--- config.mk ---
export PLATFORM = sky130hd
export DESIGN_NAME = matmul_host_streamer
export DESIGN_NICKNAME = d
export VERILOG_FILES = /design/src/rtl/matmul_host_streamer.sv
export SDC_FILE = /design/constraint.sdc
export NUM_CORES = 1
export LEC_CHECK = 0
export BUFFER_PORTS_ARGS = -buffer_cell sky130_fd_sc_hd__buf_2
export CAP_MARGIN = 5
export CORE_ASPECT_RATIO = 1.4
export CORE_MARGIN = 5
export CORE_UTILIZATION = 40
export DETAILED_ROUTE_END_ITERATION = 6
export GPL_ROUTABILITY_DRIVEN = 0
export REMOVE_ABC_BUFFERS = 1
export SLEW_MARGIN = 20
export SYNTH_ARGS = -nofsm -noshare
export SYNTH_HDL_FRONTEND = slang
export SYNTH_SLANG_ARGS = --single-unit
--- constraint.sdc ---
create_clock -name clk -period 4.2 [get_ports clk]
set_input_delay 1.26 -clock clk [delete_from_list [all_inputs] [get_ports clk]]
set_output_delay 1.26 -clock clk [all_outputs]
set_load 0.01 [all_outputs]
--- src/rtl/matmul_host_streamer.sv ---
// Host-side streamer for the matmul accelerator: serialises A/B operands onto
// the accelerator pins, fires finish, and collects C words into a result stream.
module matmul_host_streamer #(
    parameter int MAX_M          = 100,
    parameter int MAX_K          = 100,
    parameter int MAX_N          = 100,
    parameter int TIMEOUT_CYCLES = 65535
) (
    input  logic                   clk,
    input  logic                   rst_n,
    input  logic                   start,
    input  logic [$clog2(MAX_M):0] M_cfg,
    input  logic [$clog2(MAX_K):0] K_cfg,
    input  logic [$clog2(MAX_N):0] N_cfg,
    input  logic                   in_valid,
    input  logic [31:0]            in_data,
    output logic                   in_ready,
    output logic [$clog2(MAX_M):0] acc_M,
    output logic [$clog2(MAX_K):0] acc_K,
    output logic [$clog2(MAX_N):0] acc_N,
    output logic [31:0]            acc_serial_in,
    output logic [1:0]             acc_mode,
    input  logic [31:0]            acc_serial_out,
    input  logic                   acc_active,
    input  logic                   acc_done,
    output logic                   res_valid,
    output logic [31:0]            res_data,
    output logic                   res_last,
    output logic                   busy,
    output logic                   done,
    output logic                   err
);

    localparam int MW = $clog2(MAX_M) + 1;
    localparam int KW = $clog2(MAX_K) + 1;
    localparam int NW = $clog2(MAX_N) + 1;
    localparam int AW = $clog2(MAX_M * MAX_K + 1);
    localparam int BW = $clog2(MAX_K * MAX_N + 1);
    localparam int RW = $clog2(MAX_M * MAX_N + 1);
    localparam int TW = $clog2(TIMEOUT_CYCLES + 1);

    typedef enum logic [2:0] {
        S_IDLE, S_LOAD_A, S_LOAD_B, S_FINISH, S_WAIT_C, S_DRAIN, S_DONE
    } state_t;

    state_t        state, state_nx;
    logic [AW-1:0] mk_q, a_cnt;
    logic [BW-1:0] kn_q, b_cnt;
    logic [RW-1:0] mn_q, r_cnt;
    logic [TW-1:0] idle_cnt;
    logic [RW:0]   cap_cnt;
    logic          dims_ok, timeout;

    logic [31:0] sin_nx, rd_nx;
    logic [1:0]  mode_nx;
    logic        rv_nx, rl_nx, done_nx, err_nx;

    assign dims_ok = (M_cfg != '0) && (M_cfg <= MW'(MAX_M))
                  && (K_cfg != '0) && (K_cfg <= KW'(MAX_K))
                  && (N_cfg != '0) && (N_cfg <= NW'(MAX_N));

    assign timeout  = !acc_active && (idle_cnt == TW'(TIMEOUT_CYCLES - 1));
    assign cap_cnt  = {1'b0, r_cnt} + {{RW{1'b0}}, acc_active};
    assign in_ready = (state == S_LOAD_A) || (state == S_LOAD_B);
    assign busy     = (state != S_IDLE);

    always_ff @(posedge clk or negedge rst_n) begin
        if (!rst_n) state <= S_IDLE;
        else        state <= state_nx;
    end

    always_comb begin
        state_nx = state;
        unique case (state)
            S_IDLE:
                if (start && dims_ok) state_nx = S_LOAD_A;
            S_LOAD_A:
                if (in_valid && a_cnt == mk_q - AW'(1)) state_nx = S_LOAD_B;
            S_LOAD_B:
                if (in_valid && b_cnt == kn_q - BW'(1)) state_nx = S_FINISH;
            S_FINISH:
                state_nx = S_WAIT_C;
            S_WAIT_C, S_DRAIN:
                if (acc_done || timeout) state_nx = S_DONE;
                else if (acc_active)     state_nx = S_DRAIN;
            S_DONE:
                state_nx = S_IDLE;
            default:
                state_nx = S_IDLE;
        endcase
    end

    // Next values of the registered pin/stream outputs.
    always_comb begin
        mode_nx = 2'b00;
        sin_nx  = acc_serial_in;
        rv_nx   = 1'b0;
        rd_nx   = res_data;
        rl_nx   = 1'b0;
        done_nx = 1'b0;
        err_nx  = 1'b0;
        unique case (state)
            S_IDLE:
                err_nx = start && !dims_ok;
            S_LOAD_A:
                if (in_valid) begin
                    mode_nx = 2'b01;
                    sin_nx  = in_data;
                end
            S_LOAD_B:
                if (in_valid) begin
                    mode_nx = 2'b10;
                    sin_nx  = in_data;
                end
            S_FINISH: begin
                mode_nx = 2'b11;
                sin_nx  = '0;
            end
            S_WAIT_C, S_DRAIN: begin
                if (acc_active) begin
                    rv_nx = 1'b1;
                    rd_nx = acc_serial_out;
                    rl_nx = (r_cnt == mn_q - RW'(1));
                end
                if (acc_done) begin
                    done_nx = 1'b1;
                    err_nx  = (cap_cnt != {1'b0, mn_q});
                end else if (timeout) begin
                    done_nx = 1'b1;
                    err_nx  = 1'b1;
                end
            end
            default: ;
        endcase
    end

    always_ff @(posedge clk or negedge rst_n) begin
        if (!rst_n) begin
            acc_serial_in <= '0;
            acc_mode      <= 2'b00;
            res_valid     <= 1'b0;
            res_data      <= '0;
            res_last      <= 1'b0;
            done          <= 1'b0;
            err           <= 1'b0;
        end else begin
            acc_serial_in <= sin_nx;
            acc_mode      <= mode_nx;
            res_valid     <= rv_nx;
            res_data      <= rd_nx;
            res_last      <= rl_nx;
            done          <= done_nx;
            err           <= err_nx;
        end
    end

    // Dimensions and their products are frozen at start for the whole job.
    always_ff @(posedge clk or negedge rst_n) begin
        if (!rst_n) begin
            acc_M    <= '0;
            acc_K    <= '0;
            acc_N    <= '0;
            mk_q     <= '0;
            kn_q     <= '0;
            mn_q     <= '0;
            a_cnt    <= '0;
            b_cnt    <= '0;
            r_cnt    <= '0;
            idle_cnt <= '0;
        end else begin
            unique case (state)
                S_IDLE:
                    if (start) begin
                        acc_M    <= M_cfg;
                        acc_K    <= K_cfg;
                        acc_N    <= N_cfg;
                        mk_q     <= AW'(M_cfg) * AW'(K_cfg);
                        kn_q     <= BW'(K_cfg) * BW'(N_cfg);
                        mn_q     <= RW'(M_cfg) * RW'(N_cfg);
                        a_cnt    <= '0;
                        b_cnt    <= '0;
                        r_cnt    <= '0;
                        idle_cnt <= '0;
                    end
                S_LOAD_A:
                    if (in_valid) a_cnt <= a_cnt + AW'(1);
                S_LOAD_B:
                    if (in_valid) b_cnt <= b_cnt + BW'(1);
                S_WAIT_C, S_DRAIN:
                    if (acc_active) begin
                        r_cnt    <= r_cnt + RW'(1);
                        idle_cnt <= '0;
                    end else begin
                        idle_cnt <= idle_cnt + TW'(1);
                    end
                default: ;
            endcase
        end
    end

endmodule

After elaboration in Yosys (flattened, before gate mapping)
Cells that the tools add are included.
{ "word_totals": {"in_bits": 94, "reg_bits": 197, "word_cells": 114, "output_inout_bits": 96} }
{ "classes": {"muxes": 30, "n_lt_le_gt_ge": 3, "n_addsub": 8, "reduce_logical": 33, "eq_ne": 19, "multipliers": 3} }
{ "ops": {"columns": ["cell", "count"], "rows": [
  ["$pmux W14 S2", 3],
  ["$pmux W32 S2", 1],
  ["$mux W14", 4],
  ["$add A14 B1 Y14 const B", 3],
  ["$eq A14 B14 Y1", 3],
  ["$mul A8 B8 Y14", 3],
  ["$sub A14 B1 Y14 const B", 3],
  ["$mux W16", 2],
  ["$mux W32", 1],
  ["$pmux W16 S2", 1],
  ["$le A8 B7 Y1 const B", 3],
  ["$reduce_bool A8 Y1", 3],
  ["$add A16 B1 Y16 const B", 1],
  ["$eq A16 B16 Y1 const B", 1],
  ["$add A14 B1 Y15", 1],
  ["$mux W3", 5],
  ["$ne A15 B14 Y1", 1],
  ["$pmux W3 S5", 1],
  ["$logic_and A1 B1 Y1", 10],
  ["$ne A2 B2 Y1 const B", 5],
  ["$mux W1", 9],
  ["$reduce_and A3 Y1", 3],
  ["$reduce_and A2 Y1", 4],
  ["$reduce_bool A2 Y1", 4],
  ["other kinds (14)", 21]
]} }

Longest topological paths before layout
{ "logic_depth": {"ltp_word": 9, "mapped_depth": 17, "mapped_depth_nobuf": 16} }

Worst setup path after synthesis
Ideal clock, no wire load.
{ "synth_timing": {"kind": "input port to flip-flop", "startpoint": "input N_cfg[6]", "endpoint": "register kn_q[11]", "path_slack_ns": -1.169, "setup_ns": 0.095, "arrival_time_ns": 5.274, "path_buffers": 2, "required_ns": 4.105, "cell_stages": 16, "cell_sequence": "clkbuf_1 clkbuf_1 nand2_1 fa_1 fa_1 inv_1 fa_1 inv_1 fa_1 inv_1 ha_1 a21boi_0 o31a_1 o21a_1 o21a_1 o31ai_1"} }
{ "synth_between": {"elab_chain_cells": 1} }
{ "synth_lines": {"columns": ["item", "line", "source"], "rows": [
  ["start: declaration", "14", "input logic [$clog2(MAX_N):0] N_cfg,"],
  ["$mul A8 B8 Y14", "178", "kn_q <= BW'(K_cfg) * BW'(N_cfg);"],
  ["end signal: assignment", "178", null],
  ["end: declaration", "48", "logic [BW-1:0] kn_q, b_cnt;"]
]} }
Every way passes these cells.
A chain may end at the register's enable or synchronous reset.

Worst setup path in the final report
{ "layout_timing": {"startpoint": "input K_cfg[3]", "endpoint": "register mk_q[11]"} }
{ "layout_between": {"elab_chain_cells": 1} }
{ "layout_lines": {"columns": ["item", "line", "source"], "rows": [
  ["start: declaration", "13", "input logic [$clog2(MAX_K):0] K_cfg,"],
  ["$mul A8 B8 Y14", "177", "mk_q <= AW'(M_cfg) * AW'(K_cfg);"],
  ["end signal: assignment", "177", null],
  ["end: declaration", "47", "logic [AW-1:0] mk_q, a_cnt;"]
]} }
Every way passes these cells.

==> metrics <==
total power 10.86 mW; Post-synth EDFFs 0; largest net degree at the start of global routing 98; PwrDens 555.5 nW/um^2; crit path max fanout 5; vias per cell 5.003; Psw 4.590 mW; final setup fails 17; fin crit share 106.8%; post-synthesis cell count 1774; Remaining Overflow, GRT 0; vias 12990; Critical Path RT 4.56 ns; Tightest Pin Transition 1.021 ns; Most used DFF post-synth dfrtp_1; Routed WL per cell 15.40 um; sw frac 42.26%; DR pass1 iterations 5; Synth warnings 0; Fillers 3638; maximum capacitance violations 0; Slew Limit Fails 0; Die ar. 43100 um^2; # nets final 2358; vias in the first global route 13650; All-Layer GR Usage 18.63%; Peak VDD IR 0.2630 mV; Clock Power Share 15.8%; power share of the combinational group 55.6%; CTS tree built; CTS clk-pin slew, worst paths 0.08 ns; maximum clock rate 0.2229 GHz; setup ws final -0.2856 ns; Root Buffer clkbuf_16; FFs w/ async S/R, synth 100.0%; Int Power 6.270 mW; clock buffer depth 2; Die Wd 176.9 um; Clock Skew 0.009552 ns; Setup CP Type in2reg; Num CTS Buffers 17; Netlist cell types 66; CORE AREA 38500 um^2; port bufs 189; Seq pwr share 28.7%; worst skew pair latency 0.45 ns; row cnt 85; Slew Limit Headroom 31.94%; initial antenna violation count 2; CP Capture Type flop; failing checks setup timing; placed wire-length estimate 29.95 mm; register area share after synthesis 31.60%; remaining antenna violation count 0; Reg area 4930 um^2; min-delay worst type reg2reg; Post-Syn Area 15600 um^2; synthesized area per cell 8.793 um^2; status finished, violations left; Routed WL 39.99 mm; most common cell after layout, fill and taps aside nand2_1; initial core utilization 40.52%; commonest non-fill, non-tap cells in the layout 302 x nand2_1, 197 x dfrtp_1, 169 x buf_2, 165 x inv_1, 138 x buf_4; global-route wire length before repair 66.34 mm; drt drc 0; area delta synth->final 25.32%; Worst Setup Start Kind input pin; RSZ-0062 raised after global routing yes; Tmin final 4.486 ns; crit path DAT 4.85 ns; Pleak 9.647 nW; clk sinks 197; Final Hold Viols 0; number of I/O pins 190; n_diodes 0; CTS HTree Levels 4; Synth Register Bits 197; share of post-route cells with drive strength above 1 24.05%; Multi-input gate area 10100 um^2; Die Y 243.7 um; 1st-iter DRT viols 644; TNS Setup -3.065 ns
-- cells by family (layout without fill, tap and decap cells) --
logic type	Yosys count	count (layout)	synth area share, %
xor+xnor	125	125	7.019
fa+ha+maj	202	202	21.26
simple gates	724	724	22.65
buf+inv	266	567	6.417
flops	197	197	31.60
compound gates	258	258	10.92
mux	2	2	0.1364
-- sequential cells by signal, indices dropped and copies added (netlist names), 8 cells and up --
register       count
mn_q              14
b_cnt             14
acc_N              8
idle_cnt          16
acc_M              8
acc_K              8
a_cnt             14
acc_serial_in     32
res_data          32
mk_q              14
kn_q              14
r_cnt             14
-- power by group through the flow --
| stage | clock [mW] | sequential [mW] | combinational, mW |
|---|---|---|---|
| 4_1_cts | 1.78 | 3.11 | 5.81 |
| 5_1_grt | 1.85 | 3.22 | 6.82 |
| 3_5_place_dp | 0 | 3.15 | 5.38 |
| 3_3_place_gp | 0 | 3.12 | 5.28 |
| 6_report | 1.71 | 3.12 | 6.03 |
| 2_1_floorplan | 0 | 3.22 | 3.30 |
-- worst max-delay path, stage by stage --
cell and delay [ns]:
buf_12 0.11, and2_4 0.15, fa_1 0.53, inv_1 0.05, fa_1 0.47, fa_1 0.51, fa_1 0.52, inv_2 0.05
ha_4 0.20, a21boi_2 0.15, o31a_1 0.27, o21a_1 0.21, o21a_1 0.17, o31ai_1 0.18
-- area by class of cell --
cell class              count  share of cell area [%]
clock buffers              18                   2.247
clock inverters            14                  0.8961
flip-flops and latches    197                   25.22
multi-input cells        1311                   51.68
well taps                 522                   3.341
repair buffers            351                   13.09
inverters                 184                   3.533
-- final timing paths --
path	startpoint	to	slack (ns)	cells past startpoint
min in group asynchronous	rst_n	mk_q[12]	0.89	1
max	K_cfg[3]	mk_q[11]	-0.29	14
max in group asynchronous	rst_n	res_data[18]	2.42	2
max reg2reg	mk_q[0]	state[0]	1.26	9
min	res_data[9]	res_data[9]	0.47	2
min reg2reg	res_data[9]	res_data[9]	0.47	2
-- synth_stat cells, types with 4 or more instances --
cell type | number | share of area, %
o31a_1 | 5 | 0.28
nand2b_1 | 4 | 0.16
or3_1 | 14 | 0.56
clkbuf_1 | 70 | 1.7
o21a_1 | 12 | 0.58
o21ai_0 | 85 | 2.7
a21boi_0 | 5 | 0.24
a21oi_1 | 42 | 1.3
dfrtp_1 | 197 | 32
o211ai_1 | 10 | 0.48
a22o_1 | 32 | 1.8
fa_1 | 105 | 13
xnor2_1 | 64 | 3.6
o31ai_1 | 8 | 0.39
and4_1 | 4 | 0.22
inv_1 | 184 | 4.4
a31o_2 | 4 | 0.22
nand4_1 | 25 | 1.0
nand2_1 | 308 | 7.4
nand3_1 | 36 | 1.2
or4_1 | 10 | 0.48
a21o_1 | 12 | 0.58
o41ai_1 | 4 | 0.22
nor2b_1 | 8 | 0.32
and3_1 | 11 | 0.44
and2_1 | 150 | 6.0
a211oi_1 | 4 | 0.19
buf_1 | 10 | 0.24
a31oi_1 | 8 | 0.32
nor3_1 | 32 | 1.0
nor4_1 | 15 | 0.60
xor2_1 | 61 | 3.4
ha_1 | 97 | 7.8
nor2_1 | 86 | 2.1
-- timing repair --
action | 4_1_cts | 5_1_grt
gates cloned | 1 | 4
pin swaps | 94 | 75
hold buffers | 0 | 0
setup buffers | 12 | 14
setup endpoints to repair | 21 | 18
gates resized for setup | 134 | 61
-- per-stage QoR --
step / hold slack, ns / instance area (um^2) / utilization (%) / cells / setup WS, ns
after global routing: 0.4907 / 19550 / 50.78 / 2597 / -0.3808
after global placement: 0.4526 / 17970 / 46.68 / 2539 / -1.012
after CTS: 0.4777 / 19140 / 49.72 / 2583 / -0.3677
after detailed placement: 0.4564 / 17970 / 46.68 / 2539 / -1.055
final: 0.4741 / 19550 / 50.78 / 2597 / -0.2856
after floorplan: 0.4432 / 15290 / - / 1692 / -0.6949
-- routing by layer --
layer	track usage [%]	up-vias	part of all wire, %
met5	0	-	0.050
met4	6.967	2	3.5
met3	2.791	72	3.7
met2	33.59	265	51
met1	22.29	6257	42
li1	-	6397	-
No activity file was read; power rests on OpenSTA's default activity.
